==> config.mk <==
export PLATFORM = sky130hd
export DESIGN_NAME = uart_tx_arb
export DESIGN_NICKNAME = d
export VERILOG_FILES = /design/src/rtl/uart_tx_arb.sv
export SDC_FILE = /design/constraint.sdc
export NUM_CORES = 1
export LEC_CHECK = 0
export CAP_MARGIN = 5
export CORE_MARGIN = 4
export CORE_UTILIZATION = 35
export CTS_CLUSTER_SIZE = 14
export DETAILED_ROUTE_END_ITERATION = 8
export PLACE_DENSITY = 0.76
export SLEW_MARGIN = 20
export SYNTH_ARGS = -nofsm -noshare
export SYNTH_HDL_FRONTEND = slang
export SYNTH_SLANG_ARGS = --single-unit
==> constraint.sdc <==
create_clock -name clk -period 1.65 [get_ports clk]
set_input_delay 0.33 -clock clk [delete_from_list [all_inputs] [get_ports clk]]
set_output_delay 0.33 -clock clk [all_outputs]
set_load 0.005 [all_outputs]
==> src/rtl/uart_tx_arb.sv <==
// Round-robin arbiter sharing one uart_tx between NUM_REQ byte-stream requesters,
// holding the grant for a whole message. Optional lock timeout: UART_ARB_TIMEOUT_EN.
//
// state     | meaning
// IDLE      | waiting for tx_ready_i and a valid requester (owner only while locked)
// ISSUE     | tx_valid_o high for this single cycle
// WAIT_BUSY | waiting for uart_tx to drop ready (byte started)
// WAIT_IDLE | waiting for uart_tx to raise ready (byte finished)
module uart_tx_arb #(
  parameter int NUM_REQ      = 2,
  parameter int LOCK_TIMEOUT = 1024
) (
  input  logic                   clk,
  input  logic                   rst_n,
  input  logic [NUM_REQ-1:0]     req_valid_i,
  input  logic [8*NUM_REQ-1:0]   req_data_i,
  input  logic [NUM_REQ-1:0]     req_last_i,
  output logic [NUM_REQ-1:0]     req_ready_o,
  output logic [NUM_REQ-1:0]     grant_o,
  output logic [7:0]             tx_data_o,
  output logic                   tx_valid_o,
  input  logic                   tx_ready_i,
  output logic                   busy_o,
  input  logic                   err_clr_i,
  output logic                   timeout_err_o
);

  localparam int IW = (NUM_REQ > 2) ? 2 : 1;

  typedef enum logic [1:0] {IDLE, ISSUE, WAIT_BUSY, WAIT_IDLE} state_t;

  state_t        state;
  logic [IW-1:0] rr_ptr;
  logic [IW-1:0] owner;
  logic [IW-1:0] sel;
  logic [IW-1:0] cand;
  logic          lock;
  logic          accept;
  logic          timeout_hit;

  // Scan from the far end so the last hit is the first requester after rr_ptr.
  always_comb begin
    sel         = owner;
    cand        = '0;
    accept      = 1'b0;
    req_ready_o = '0;
    if (rst_n && state == IDLE && tx_ready_i) begin
      if (lock) begin
        accept = req_valid_i[owner];
      end else begin
        for (int k = NUM_REQ; k >= 1; k--) begin
          cand = IW'((int'(rr_ptr) + k) % NUM_REQ);
          if (req_valid_i[cand]) begin
            sel    = cand;
            accept = 1'b1;
          end
        end
      end
    end
    if (accept) req_ready_o[sel] = 1'b1;
  end

  always_ff @(posedge clk or negedge rst_n) begin
    if (!rst_n) begin
      state      <= IDLE;
      rr_ptr     <= IW'(NUM_REQ - 1);
      owner      <= '0;
      lock       <= 1'b0;
      grant_o    <= '0;
      tx_data_o  <= 8'h00;
      tx_valid_o <= 1'b0;
    end else begin
      tx_valid_o <= 1'b0;
      unique case (state)
        IDLE: begin
          if (accept) begin
            tx_data_o  <= req_data_i[{sel, 3'b000} +: 8];
            tx_valid_o <= 1'b1;
            grant_o    <= req_ready_o;
            owner      <= sel;
            lock       <= ~req_last_i[sel];
            if (req_last_i[sel]) rr_ptr <= sel;
            state      <= ISSUE;
          end else if (timeout_hit) begin
            lock    <= 1'b0;
            grant_o <= '0;
            rr_ptr  <= owner;
          end
        end
        ISSUE:     state <= WAIT_BUSY;
        WAIT_BUSY: if (!tx_ready_i) state <= WAIT_IDLE;
        WAIT_IDLE: begin
          if (tx_ready_i) begin
            state <= IDLE;
            if (!lock) grant_o <= '0;
          end
        end
      endcase
    end
  end

  assign busy_o = (state != IDLE) || lock;

`ifdef UART_ARB_TIMEOUT_EN
  logic [15:0] lock_cnt;
  logic        idle_wait;

  // Only an owner that went quiet mid-message is timed; a stalled uart_tx is not.
  assign idle_wait   = (state == IDLE) && lock && !req_valid_i[owner];
  assign timeout_hit = idle_wait && (lock_cnt == 16'(LOCK_TIMEOUT - 1));

  always_ff @(posedge clk or negedge rst_n) begin
    if (!rst_n) begin
      lock_cnt      <= 16'd0;
      timeout_err_o <= 1'b0;
    end else begin
      if (accept || timeout_hit) lock_cnt <= 16'd0;
      else if (idle_wait)        lock_cnt <= lock_cnt + 16'd1;
      if (timeout_hit)    timeout_err_o <= 1'b1;
      else if (err_clr_i) timeout_err_o <= 1'b0;
    end
  end
`else
  logic unused_err_clr;
  localparam int unused_lock_timeout = LOCK_TIMEOUT;

  assign unused_err_clr = err_clr_i;
  assign timeout_hit    = 1'b0;
  assign timeout_err_o  = 1'b0;
`endif

endmodule

Word level (Yosys, flattened, before mapping). Index checks and enable logic that the tools add are counted.

Register bits after elaboration: 16. ROM bits: 0. Memories: 0. Input bits: 24. Logic and storage cells: 63. Output and inout bits: 15. Bits in latches: 0. RAM bits: 0.

Eq/ne operators: 7. Shift operators: 1. Bitwise gates (word level): 1. Reduce and logical (&&, ||, !) cells: 11. $add $sub $neg: 2. Muxes and demuxes: 29. Divide/modulo/power cells: 0. $mul: 0. Order comparisons: 5.

Operators by type and width (number): $mux W1 (19); $shiftx A16 B5 Y8 (1); $mux W2 (7); $lt A1 B2 Y1 const B (4); $ne A2 B2 Y1 const B (4); $pmux W2 S4 (1); $reduce_and A3 Y1 (2); $eq A2 B2 Y1 const B (2); $pmux W2 S2 (1); $reduce_and A4 Y1 (1); $reduce_bool A2 Y1 (2); $logic_and A1 B1 Y1 (3); $add A1 B1 Y1 const B (2); $eq A2 B1 Y1 const B (1); $logic_not A2 Y1 (1); $reduce_and A2 Y1 (1); $demux W1 S1 (1); $ge A1 B1 Y1 const B (1); $logic_or A1 B1 Y1 (1); $not A1 Y1 (1).

Logic depth before layout (Yosys ltp).
Word-level depth: 14. Depth in mapped cells: 7. Gate-level depth less buffers: 7.

Worst setup path before layout. Ideal clock, no wire load.

Path type: register to register. From: register state[0]. To: register state[1]. Cell stages (with the launch flop): 7. Period minus slack after synthesis: 1780 ps. Required time: 1522 ps. Slack: -130 ps. Buffers on the path: 0. Arrival: 1653 ps. Library setup time: 128 ps. Cell sequence: dfrtp_1 inv_1 ha_1 o2111ai_1 a21o_1 a221oi_2 mux2_1.

Word-level cells in the longest chain between the ends: 6. Elaborated cells on any way between the ends: 12. Classes of those cells: eq/ne (6); mux (2); reduce/logical (4).

Ends and longest elaborated chain: start, declared (RTL line 32) `state_t state;`; start signal, assigned (RTL line 65) `state <= IDLE;`; start signal, assigned (RTL line 83) `state <= ISSUE;`; start signal, assigned (RTL line 90) `ISSUE: state <= WAIT_BUSY;`; $logic_not A2 Y1 (RTL line 47, 74); $logic_and A1 B1 Y1 (2 in a row) (RTL line 47) `if (rst_n && state == IDLE && tx_ready_i) begin`; $mux W1 (RTL line 47); $ne A2 B2 Y1 (no source line); $reduce_and A3 Y1 (no source line).

Parallel ways exist; a longest one is shown, timed or not. A chain may end at the register's enable or synchronous reset.

Worst setup path in the final report.
From: input tx_ready_i. To: output req_ready_o[0].

Word-level cells in the longest chain between the ends: 7. Elaborated cells on any way between the ends: 9. Classes of those cells: order compare (2); mux (5); reduce/logical (2).

Ends and longest elaborated chain: start, declared (RTL line 22) `input logic tx_ready_i,`; $logic_and A1 B1 Y1 (*) (RTL line 47); $mux W1 (RTL line 47); $lt A1 B2 Y1 (not written as such) / $ge A1 B1 Y1 (equally long branches) (RTL line 60) `if (accept) req_ready_o[sel] = 1'b1;`; $logic_and A1 B1 Y1 (not written as such) (RTL line 60); $mux W1 (not written as such) (RTL line 60); $demux W1 S1 (RTL line 60); $mux W2 (*) (RTL line 60); end, declared (RTL line 18) `output logic [NUM_REQ-1:0] req_ready_o,`.

Mark *: on every way between the ends. The rest lies on a longest branch, timed or not.

==> out/metrics.cfg <==
[outcome]
violations = setup timing
status = finished, violations left

[power_and_ir_drop]
combPwrFrac_pct = 56.2
p_per_area_mw_per_mm2 = 1500
total_power_uw = 2180
power_frac_seq_pct = 32.4
swShare_pct = 31.5
max-vdd-ir-drop_mv = 0.993
switchingPower_uw = 687
internal-power_uw = 1490
p_leak_uw = 0.000680
power_frac_clock_pct = 11.4

[floorplanning]
rows = 17
coreArea_mm2 = 0.00221
io_pins = 39
die-area_mm2 = 0.00318
die_h_um = 56.4
start_util_pct = 37.1
die_width_um = 56.4

[place]
placed_cell_area_mm2 = 0.00133
port_buffers = 36
routabilityCongestion = 0.797
dpl_worst_slack_ns = -0.504
hpwl_mm = 1.77

[run]
drv_cap = 0

[synth]
ys_seq_area_share_pct = 48.9
async_reset_ff_share_pct = 100
synth_compound_area_share_pct = 22.9
yosys_warnings = 0
syn_inst = 75
synth_edf_count = 0
syn_area_um2 = 821
synth_nets = 103
ys.flop_type = dfrtp_1
synth_top_family_by_area = compound AO/OA/AOI/OAI gates
synthAdderAreaFrac_pct = 6.10
synth_mux_area_share_pct = 3.81
synth_area_per_cell_um2 = 10.9
ys_ff_latch = 16
synth.distinct_cells = 27
synth-simple-area-share_pct = 9.45
synth_xor_area_share_pct = 0

[worst_hold_path]
hp-class = primary input to asynchronous set/reset pin

[clock_network]
clk_pin_slew_ns = 0.08
cts_tree = built
clock_path_buffers = 2
clock-root-buffer = clkbuf_4
clock_sinks = 16
clk_latency_ns = 0.28
cts_buffers = 3
ctsHoldBuffers = 0
htree_levels = 1

[finish]
postLayoutCoreUtil_pct = 65.6
antenna_cells = 0
fill_cells = 183
syn_to_final_growth_pct = 76.7
postLayoutCellArea_mm2 = 0.00145
layout.nets = 164
layout_common_cells = clkdlybuf4s50_1 (32), buf_4 (23), dfrtp_1 (15), a222oi_1 (8), inv_1 (8)
final_common_cell = clkdlybuf4s50_1
layout-drive-gt1-share_pct = 31.9

[setup_path]
cp-end-kind = output pin
endpoint = req_ready_o[0]
arrival_ns = 1.49
reg2regPathDepth = 7
critPathSlowestCell = clkdlybuf4s50_1
crit_fanout = 4
cp.required_ns = 1.32
timing.rr.end = state[1]$_DFFE_PN0P_
r2r-start = state[0]$_DFFE_PN0P_
setup.worst_path.start = tx_ready_i
cpLargestDelayFamily = buffers and inverters
critPathMaxStageDelay_ns = 0.60
start_kind = primary input
path_buf_inv = 2
cp_cell_sequence = clkdlybuf4s50_1, nand3_2, and4bb_1, buf_2
cp.depth = 4
path_class = primary input to output pin
r2r_slack_ns = -0.10

[timing]
hold_viol_final = 0
setup_viol = 14
rsz0062_at_grt = yes
fin_ws_ns = -0.166
period_share_pct = 110
holdWs_ns = 0.218
period_needed_ns = 1.82
slew_violations = 0
clock.fmax_ghz = 0.551
final.setup_skew_ns = 0.00242

[detailed_routing]
drt_iter0_drc = 41
ant_nets = 0
route.detailed.drc = 0
post_drt_wl_per_cell_um = 14.2
via_per_inst = 5.05
drtPass1Iterations = 4
via_count = 823
wl_mm = 2.31

[global_routing]
grt_pass1_vias = 844
grt_max_degree = 17
overflow = 0
grt_pass1_wl_mm = 3.73
grtUsageTotal_pct = 15.2
antenna_found_initial = 0

## per-layer routing
| metal | track usage [%] | vias up | share of wire, % |
|---|---|---|---|
| met5 | 0 | - | 0 |
| met4 | 6.44 | 0 | 1.4 |
| met3 | 5.52 | 4 | 5.1 |
| met2 | 25.6 | 26 | 55 |
| met1 | 17.1 | 398 | 38 |
| li1 | - | 395 | - |
## metrics by stage
stage	TNS, ns	cells
3_5_place_dp	-5.88	150
5_1_grt	-2.20	163
4_1_cts	-0.464	159
3_3_place_gp	-5.26	150
2_1_floorplan	-0.000416	75
6_report	-0.600	163
## cells in the mapped netlist (2+ instances only)
| library cell | n | area, µm² |
|---|---|---|
| dfrtp_1 | 15 | 375 |
| ha_1 | 4 | 50.1 |
| a22o_1 | 2 | 17.5 |
| a21oi_1 | 3 | 15.0 |
| mux2i_1 | 2 | 20.0 |
| o2bb2ai_1 | 2 | 17.5 |
| inv_1 | 11 | 41.3 |
| a222oi_1 | 8 | 80.1 |
| a21o_1 | 2 | 15.0 |
| nor2_1 | 3 | 11.3 |
| nand2_1 | 4 | 15.0 |
| buf_2 | 4 | 20.0 |
## registers in the layout (all words and copies together), names as in the netlist
name / flops
lock: 1
grant_o: 2
owner: 1
tx_data_o: 8
state: 2
rr_ptr: 1
tx_valid_o: 1
## how the worst min path moves through the flow
| stage | to | cells after the start |
|---|---|---|
| 5_1_grt | lock$_DFFE_PN0P_ | 2 |
| 3_3_place_gp | tx_data_o[6]$_DFFE_PN0P_ | 2 |
| 2_1_floorplan | grant_o[0]$_DFFE_PN0P_ | 0 |
| 3_5_place_dp | tx_data_o[2]$_DFFE_PN0P_ | 2 |
| 6_report | tx_valid_o$_DFF_PN0_ | 2 |
| 4_1_cts | tx_valid_o$_DFF_PN0_ | 2 |
## power groups by stage
stage	Sequential (µW)	Combinational, µW	Clock (µW)
final	707	1220	248
after global routing	737	1360	280
after CTS	705	1150	260
after detailed placement	710	1090	0
after global placement	703	1040	0
after floorplan	699	523	0
## kinds of logic after synthesis
logic type      after synthesis
compound gates               21
buf+inv                      16
flops                        16
simple gates                 14
fa+ha+maj                     4
mux                           3
other cells                   1
## final cells by class
cell class / count / area, µm² / share of cell area (%)
clock buffer: 4 / 36.3 / 2.50
inverter: 11 / 41.3 / 2.85
multi-input combinational: 43 / 397 / 27.4
sequential: 16 / 402 / 27.7
tap: 28 / 35.0 / 2.42
timing repair buffer: 61 / 539 / 37.2
## what timing repair did
| item | 4_1_cts | 5_1_grt |
|---|---|---|
| endpoints found under the hold margin | 0 | 0 |
| setup endpoints to repair | 16 | 16 |
| pin swaps | 10 | 2 |
| setup buffers | 5 | 4 |
| gates resized for setup | 17 | 4 |
No activity file was read; power rests on OpenSTA's default activity.
